--- src/rtl/muller_c_hs_driver.sv ---
// Stream-to-four-phase bundled-data driver for a Muller C-element pipeline stage.
// Each accepted word is presented on data_o, then one req_o/ack_i handshake runs; ack_i is resynchronised here.
module muller_c_hs_driver #(
  parameter int DATA_W      = 4,
  parameter int SYNC_STAGES = 2,
  parameter int SETUP_CYC   = 1,
  parameter int TIMEOUT     = 255
) (
  input  logic              clock,
  input  logic              reset_n,
  input  logic              in_valid,
  input  logic [DATA_W-1:0] in_data,
  output logic              in_ready,
  output logic              req_o,
  output logic [DATA_W-1:0] data_o,
  input  logic              ack_i,
  input  logic              err_clr,
  output logic              busy,
  output logic              timeout_err,
  output logic [7:0]        txn_count
);

  localparam int SW = (SETUP_CYC > 0) ? $clog2(SETUP_CYC + 1) : 1;
  localparam int WW = $clog2(TIMEOUT + 1);

  typedef enum logic [2:0] {IDLE, SETUP, REQ_HI, REQ_LO, ERR} state_t;

  state_t                 state_q, state_d;
  logic [SYNC_STAGES-1:0] sync_q, sync_d;
  logic                   req_q, req_d;
  logic [DATA_W-1:0]      data_q, data_d;
  logic                   err_q, err_d;
  logic [7:0]             txn_q, txn_d;
  logic [SW-1:0]          setup_q, setup_d;
  logic [WW-1:0]          wait_q, wait_d;
  logic                   ack_s;
  logic                   wait_expired;

  assign sync_d       = {sync_q[SYNC_STAGES-2:0], ack_i};
  assign ack_s        = sync_q[SYNC_STAGES-1];
  assign wait_expired = (wait_q == WW'(TIMEOUT - 1));

  assign in_ready    = (state_q == IDLE) && !ack_s;
  assign busy        = (state_q != IDLE);
  assign req_o       = req_q;
  assign data_o      = data_q;
  assign timeout_err = err_q;
  assign txn_count   = txn_q;

  always_comb begin
    // NOTE: every next-state signal gets its hold value first, so no path through the case can infer a latch.
    state_d = state_q;
    req_d   = req_q;
    data_d  = data_q;
    err_d   = err_q;
    txn_d   = txn_q;
    setup_d = setup_q;
    wait_d  = wait_q;
    unique case (state_q)
      IDLE: begin
        if (in_valid && in_ready) begin
          data_d = in_data;
          wait_d = '0;
          if (SETUP_CYC > 0) begin
            // Loading SETUP_CYC (not SETUP_CYC-1) puts the req_o rise SETUP_CYC+1 edges after the accept.
            setup_d = SW'(SETUP_CYC);
            state_d = SETUP;
          end else begin
            req_d   = 1'b1;
            state_d = REQ_HI;
          end
        end
      end
      SETUP: begin
        if (setup_q == '0) begin
          req_d   = 1'b1;
          wait_d  = '0;
          state_d = REQ_HI;
        end else begin
          setup_d = setup_q - SW'(1);
        end
      end
      REQ_HI: begin
        // The awaited ack level is tested before the timeout so a same-edge completion wins.
        if (ack_s) begin
          req_d   = 1'b0;
          wait_d  = '0;
          state_d = REQ_LO;
        end else if (wait_expired) begin
          req_d   = 1'b0;
          err_d   = 1'b1;
          state_d = ERR;
        end else begin
          wait_d = wait_q + WW'(1);
        end
      end
      REQ_LO: begin
        if (!ack_s) begin
          txn_d   = txn_q + 8'd1;
          state_d = IDLE;
        end else if (wait_expired) begin
          err_d   = 1'b1;
          state_d = ERR;
        end else begin
          wait_d = wait_q + WW'(1);
        end
      end
      ERR: begin
        req_d = 1'b0;
        if (err_clr && !ack_s) begin
          err_d   = 1'b0;
          state_d = IDLE;
        end
      end
      default: state_d = IDLE;
    endcase
  end

  always_ff @(posedge clock or negedge reset_n) begin
    if (!reset_n) begin
      state_q <= IDLE;
      sync_q  <= '0;
      req_q   <= 1'b0;
      data_q  <= '0;
      err_q   <= 1'b0;
      txn_q   <= 8'd0;
      setup_q <= '0;
      wait_q  <= '0;
    end else begin
      // NOTE: non-blocking assignments keep every flop sampling pre-edge values regardless of statement order.
      state_q <= state_d;
      sync_q  <= sync_d;
      req_q   <= req_d;
      data_q  <= data_d;
      err_q   <= err_d;
      txn_q   <= txn_d;
      setup_q <= setup_d;
      wait_q  <= wait_d;
    end
  end

endmodule

--- config.mk ---
export PLATFORM = sky130hd
export DESIGN_NAME = muller_c_hs_driver
export DESIGN_NICKNAME = d
export VERILOG_FILES = /design/src/rtl/muller_c_hs_driver.sv
export SDC_FILE = /design/constraint.sdc
export NUM_CORES = 1
export LEC_CHECK = 0
export CAP_MARGIN = 20
export CORE_MARGIN = 1.5
export CORE_UTILIZATION = 45
export DETAILED_ROUTE_END_ITERATION = 16
export PLACE_DENSITY_LB_ADDON = 0.08
export SYNTH_ARGS = -nofsm -noshare
export SYNTH_HDL_FRONTEND = slang
export SYNTH_SLANG_ARGS = --single-unit
--- constraint.sdc ---
create_clock -name clock -period 5.5 [get_ports clock]
set_input_delay 1.1 -clock clock [delete_from_list [all_inputs] [get_ports clock]]
set_output_delay 1.1 -clock clock [all_outputs]
set_load 0.03 [all_outputs]
==> metrics <==
first-pass GRT wire length 4.27 mm; Worst-Skew Late Latency 0.33 ns; most used cell, CP sky130_fd_sc_hd__nor2_1; post-route core utilization 59.9%; Arrival @ worst endpoint 2.04 ns; number of buffers added for setup after CTS 0; cell area power density 499 nW/um2; slack of the worst reg-to-reg path 3.52 ns; CP Depth 4; RR Startpoint wait_q[0]; synthesis-stage register bit count 28; kind of capture point of the worst setup path output pin; critical path required time 4.40 ns; run status complete, no violations; Worst-Margin Slew 0.469 ns; leakage component of the power 0.718 nW; reg2reg path depth 6; # rows 19; Syn Nets 143; CP top delay family buffers and inverters; highest achievable clock rate 318 MHz; DIE AREA 3370 um2; count of input and output buffers 24; remaining global-route overflow 0; dominant cells by area after synthesis sky130_fd_sc_hd__dfrtp_1 (51%), sky130_fd_sc_hd__a21oi_1 (4.8%), sky130_fd_sc_hd__mux2_2 (4.1%); final setup fails 0; last element of the critical path in_ready; finished layout cell area 1680 um2; number of design-rule violations left by the first detailed-router iteration 13; Clock Sinks 28; slowest cell on the critical path sky130_fd_sc_hd__clkdlybuf4s50_1; total vias in the final route 1032; CTS tree built; remaining antenna violation count after routing 0; H-tree Lvls 1; DRC Markers 0; Net count, final 167; number of antenna violations at the first check in global routing 0; post-layout min period 3.14 ns; worst supply voltage drop on vdd 0.336 mV; clock skew after layout 0.00191 ns; proportion of layout cells with a drive suffix above 1 10.4%; placer's final routability congestion estimate 0.728; worst max-slew margin expressed relative to the limit 68.7%; WP buf/inv 1; number of instances in the synthesized netlist 131; clock buffers created by TritonCTS 3; cell area after technology mapping 1370 um2; area of the core region 2810 um2; largest driver fanout on the critical path 12; total global routing track utilization 16.6%; critical register-to-register path endpoint timeout_err; antenna diode count 0; post-layout power 0.838 mW; type of the tightest min-delay check reg -> reg; quantity of hold-fixing buffers added after cts 0; TNS Setup 0 ns; clock tree root driver cell sky130_fd_sc_hd__clkbuf_4; drt via density 5.58; Max Buffers Root-to-Sink 2; pin count of the biggest net entering global routing 29; highest cell delay on the worst timing path 0.67 ns; Synth Area per Inst 10.4 um2; via count of the first global-routing pass 975; post-synthesis sequential area ratio 51.3%; CP startpoint state_q[1]; kind of critical path reg -> out; fin. max-slew vios 0; Syn. warnings 0; Hold Vio Cnt, Final 0; horizontal die dimension 58.1 um; ordered cell list for the critical path nor2_1, nand2_1, nor2_1, clkdlybuf4s50_1; top cell type by total area after synthesis sky130_fd_sc_hd__dfrtp_1; Area after DPL 1630 um2; WL final 2.53 mm; number of iterations in the first detailed-routing pass 4; share of the synthesized area in the top cell type 51.3%; part of the cycle the worst path needs 57.1%; unrepaired setup endpoints after global routing no; Starting Density 48.7%; Boundary Pins 25; Gates resized, CTS repair 0; die extent in y 58.1 um; number of unique standard cell types used by synthesis 36; layout overhead on the synthesized area 23.0%; crit path launch type register; wire length per cell after detailed routing 13.7 um; Final HPWL DP 1.86 mm; clock-pin slew on the worst setup and hold paths 0.14 ns; max-capacitance violation count 0
-- kinds of logic after synthesis --
family          after synthesis  share of synthesized area [%]
buf+inv                      12                           3.48
mux                           6                           4.86
compound gates               32                           14.8
simple gates                 43                           18.2
xor+xnor                      7                           4.49
flops                        28                           51.3
fa+ha+maj                     3                           2.75
-- metal layers --
metal | global-route usage, % | share of wire (%)
met1 | 22.9 | 48
met2 | 24.7 | 47
met3 | 4.91 | 3.9
met4 | 6.31 | 1.1
met5 | 0 | 0
-- cell usage after synthesis --
cell                       instances
sky130_fd_sc_hd__dfrtp_1          28
sky130_fd_sc_hd__a21oi_1          13
sky130_fd_sc_hd__nand2_1          11
sky130_fd_sc_hd__nor2_1            7
sky130_fd_sc_hd__inv_1             6
sky130_fd_sc_hd__nor2b_1           6
sky130_fd_sc_hd__o21ai_0           6
sky130_fd_sc_hd__mux2_2            5
sky130_fd_sc_hd__clkbuf_1          4
sky130_fd_sc_hd__nand3_1           4
sky130_fd_sc_hd__xnor2_1           4
sky130_fd_sc_hd__ha_1              3
sky130_fd_sc_hd__nand4_1           3
sky130_fd_sc_hd__o31ai_1           3
sky130_fd_sc_hd__xor2_1            3
sky130_fd_sc_hd__a221oi_1          2
sky130_fd_sc_hd__a41oi_1           2
sky130_fd_sc_hd__buf_2             2
sky130_fd_sc_hd__nand2b_1          2
sky130_fd_sc_hd__a21boi_0          1
sky130_fd_sc_hd__a221o_1           1
sky130_fd_sc_hd__a311o_2           1
sky130_fd_sc_hd__a311oi_1          1
sky130_fd_sc_hd__a31oi_1           1
sky130_fd_sc_hd__and3_2            1
sky130_fd_sc_hd__and4bb_2          1
sky130_fd_sc_hd__mux2i_1           1
sky130_fd_sc_hd__nand3_2           1
sky130_fd_sc_hd__nand3b_1          1
sky130_fd_sc_hd__nand4_2           1
sky130_fd_sc_hd__nor3b_1           1
sky130_fd_sc_hd__nor4_1            1
sky130_fd_sc_hd__nor4b_1           1
sky130_fd_sc_hd__o22ai_1           1
sky130_fd_sc_hd__or2_0             1
sky130_fd_sc_hd__or4b_4            1
-- report_power, final --
part / internal, mW / switching, mW / leakage [nW]
clock network: 0.0739 / 0.0596 / 0.0279
registers: 0.264 / 0.0728 / 0.358
logic: 0.160 / 0.208 / 0.332
total: 0.498 / 0.340 / 0.718
-- worst reg2reg max path, cell delays in order (launching register included) --
cell and delay [ns]:
sky130_fd_sc_hd__dfrtp_1 0.47, sky130_fd_sc_hd__inv_1 0.08, sky130_fd_sc_hd__ha_1 0.16, sky130_fd_sc_hd__nand4_2 0.13, sky130_fd_sc_hd__or2_0 0.36, sky130_fd_sc_hd__or4b_4 0.58, sky130_fd_sc_hd__a21oi_1 0.15
-- cell usage in the layout, fill, tap and decap left out, drive strengths merged, types with 2 or more instances in the layout --
cell type / netlist / layout
inv: 6 / 6
xor2: 3 / 3
mux2: 5 / 5
o31ai: 3 / 3
clkbuf: 4 / 3
nand2b: 2 / 2
dfrtp: 28 / 28
ha: 3 / 3
nor2b: 6 / 6
a21oi: 13 / 13
nand2: 11 / 11
nor2: 7 / 7
a41oi: 2 / 2
a221oi: 2 / 2
clkdlybuf4s50: 0 / 24
nand3: 5 / 5
o21ai: 6 / 6
nand4: 4 / 4
xnor2: 4 / 4
-- registers in the layout, summed over array words and instances, names as in the netlist --
signal / flops
state_q: 3
data_o: 4
setup_q: 1
sync_q: 2
txn_count: 8
wait_q: 8
timeout_err: 1
req_o: 1
-- area by class of cell --
class | instances | area, um2
clock buffer | 3 | 22.5
clock inverter | 1 | 30.0
fill | 245 | 1130
inverter | 6 | 22.5
multi-input combinational | 91 | 617
sequential | 28 | 701
tap | 31 | 38.8
timing repair buffer | 25 | 248
-- worst min-delay path by stage --
stage | startpoint | to | slack [ns] | depth (start not counted)
floorplan | sync_q[0] | sync_q[1] | 0.33 | 0
global placement | sync_q[0] | sync_q[1] | 0.34 | 0
detailed placement | sync_q[0] | sync_q[1] | 0.34 | 0
CTS | sync_q[0] | sync_q[1] | 0.38 | 0
global route | sync_q[0] | sync_q[1] | 0.39 | 0
finish | sync_q[0] | sync_q[1] | 0.37 | 0
-- per-stage QoR --
step | cells | setup WS, ns | hold slack (ns)
floorplan | 131 | 2.92 | 0.331
finish | 185 | 2.36 | 0.374
CTS | 185 | 2.33 | 0.379
detailed placement | 181 | 2.67 | 0.345
global route | 185 | 2.18 | 0.389
global placement | 181 | 2.76 | 0.335
No activity file was read; power rests on OpenSTA's default activity.
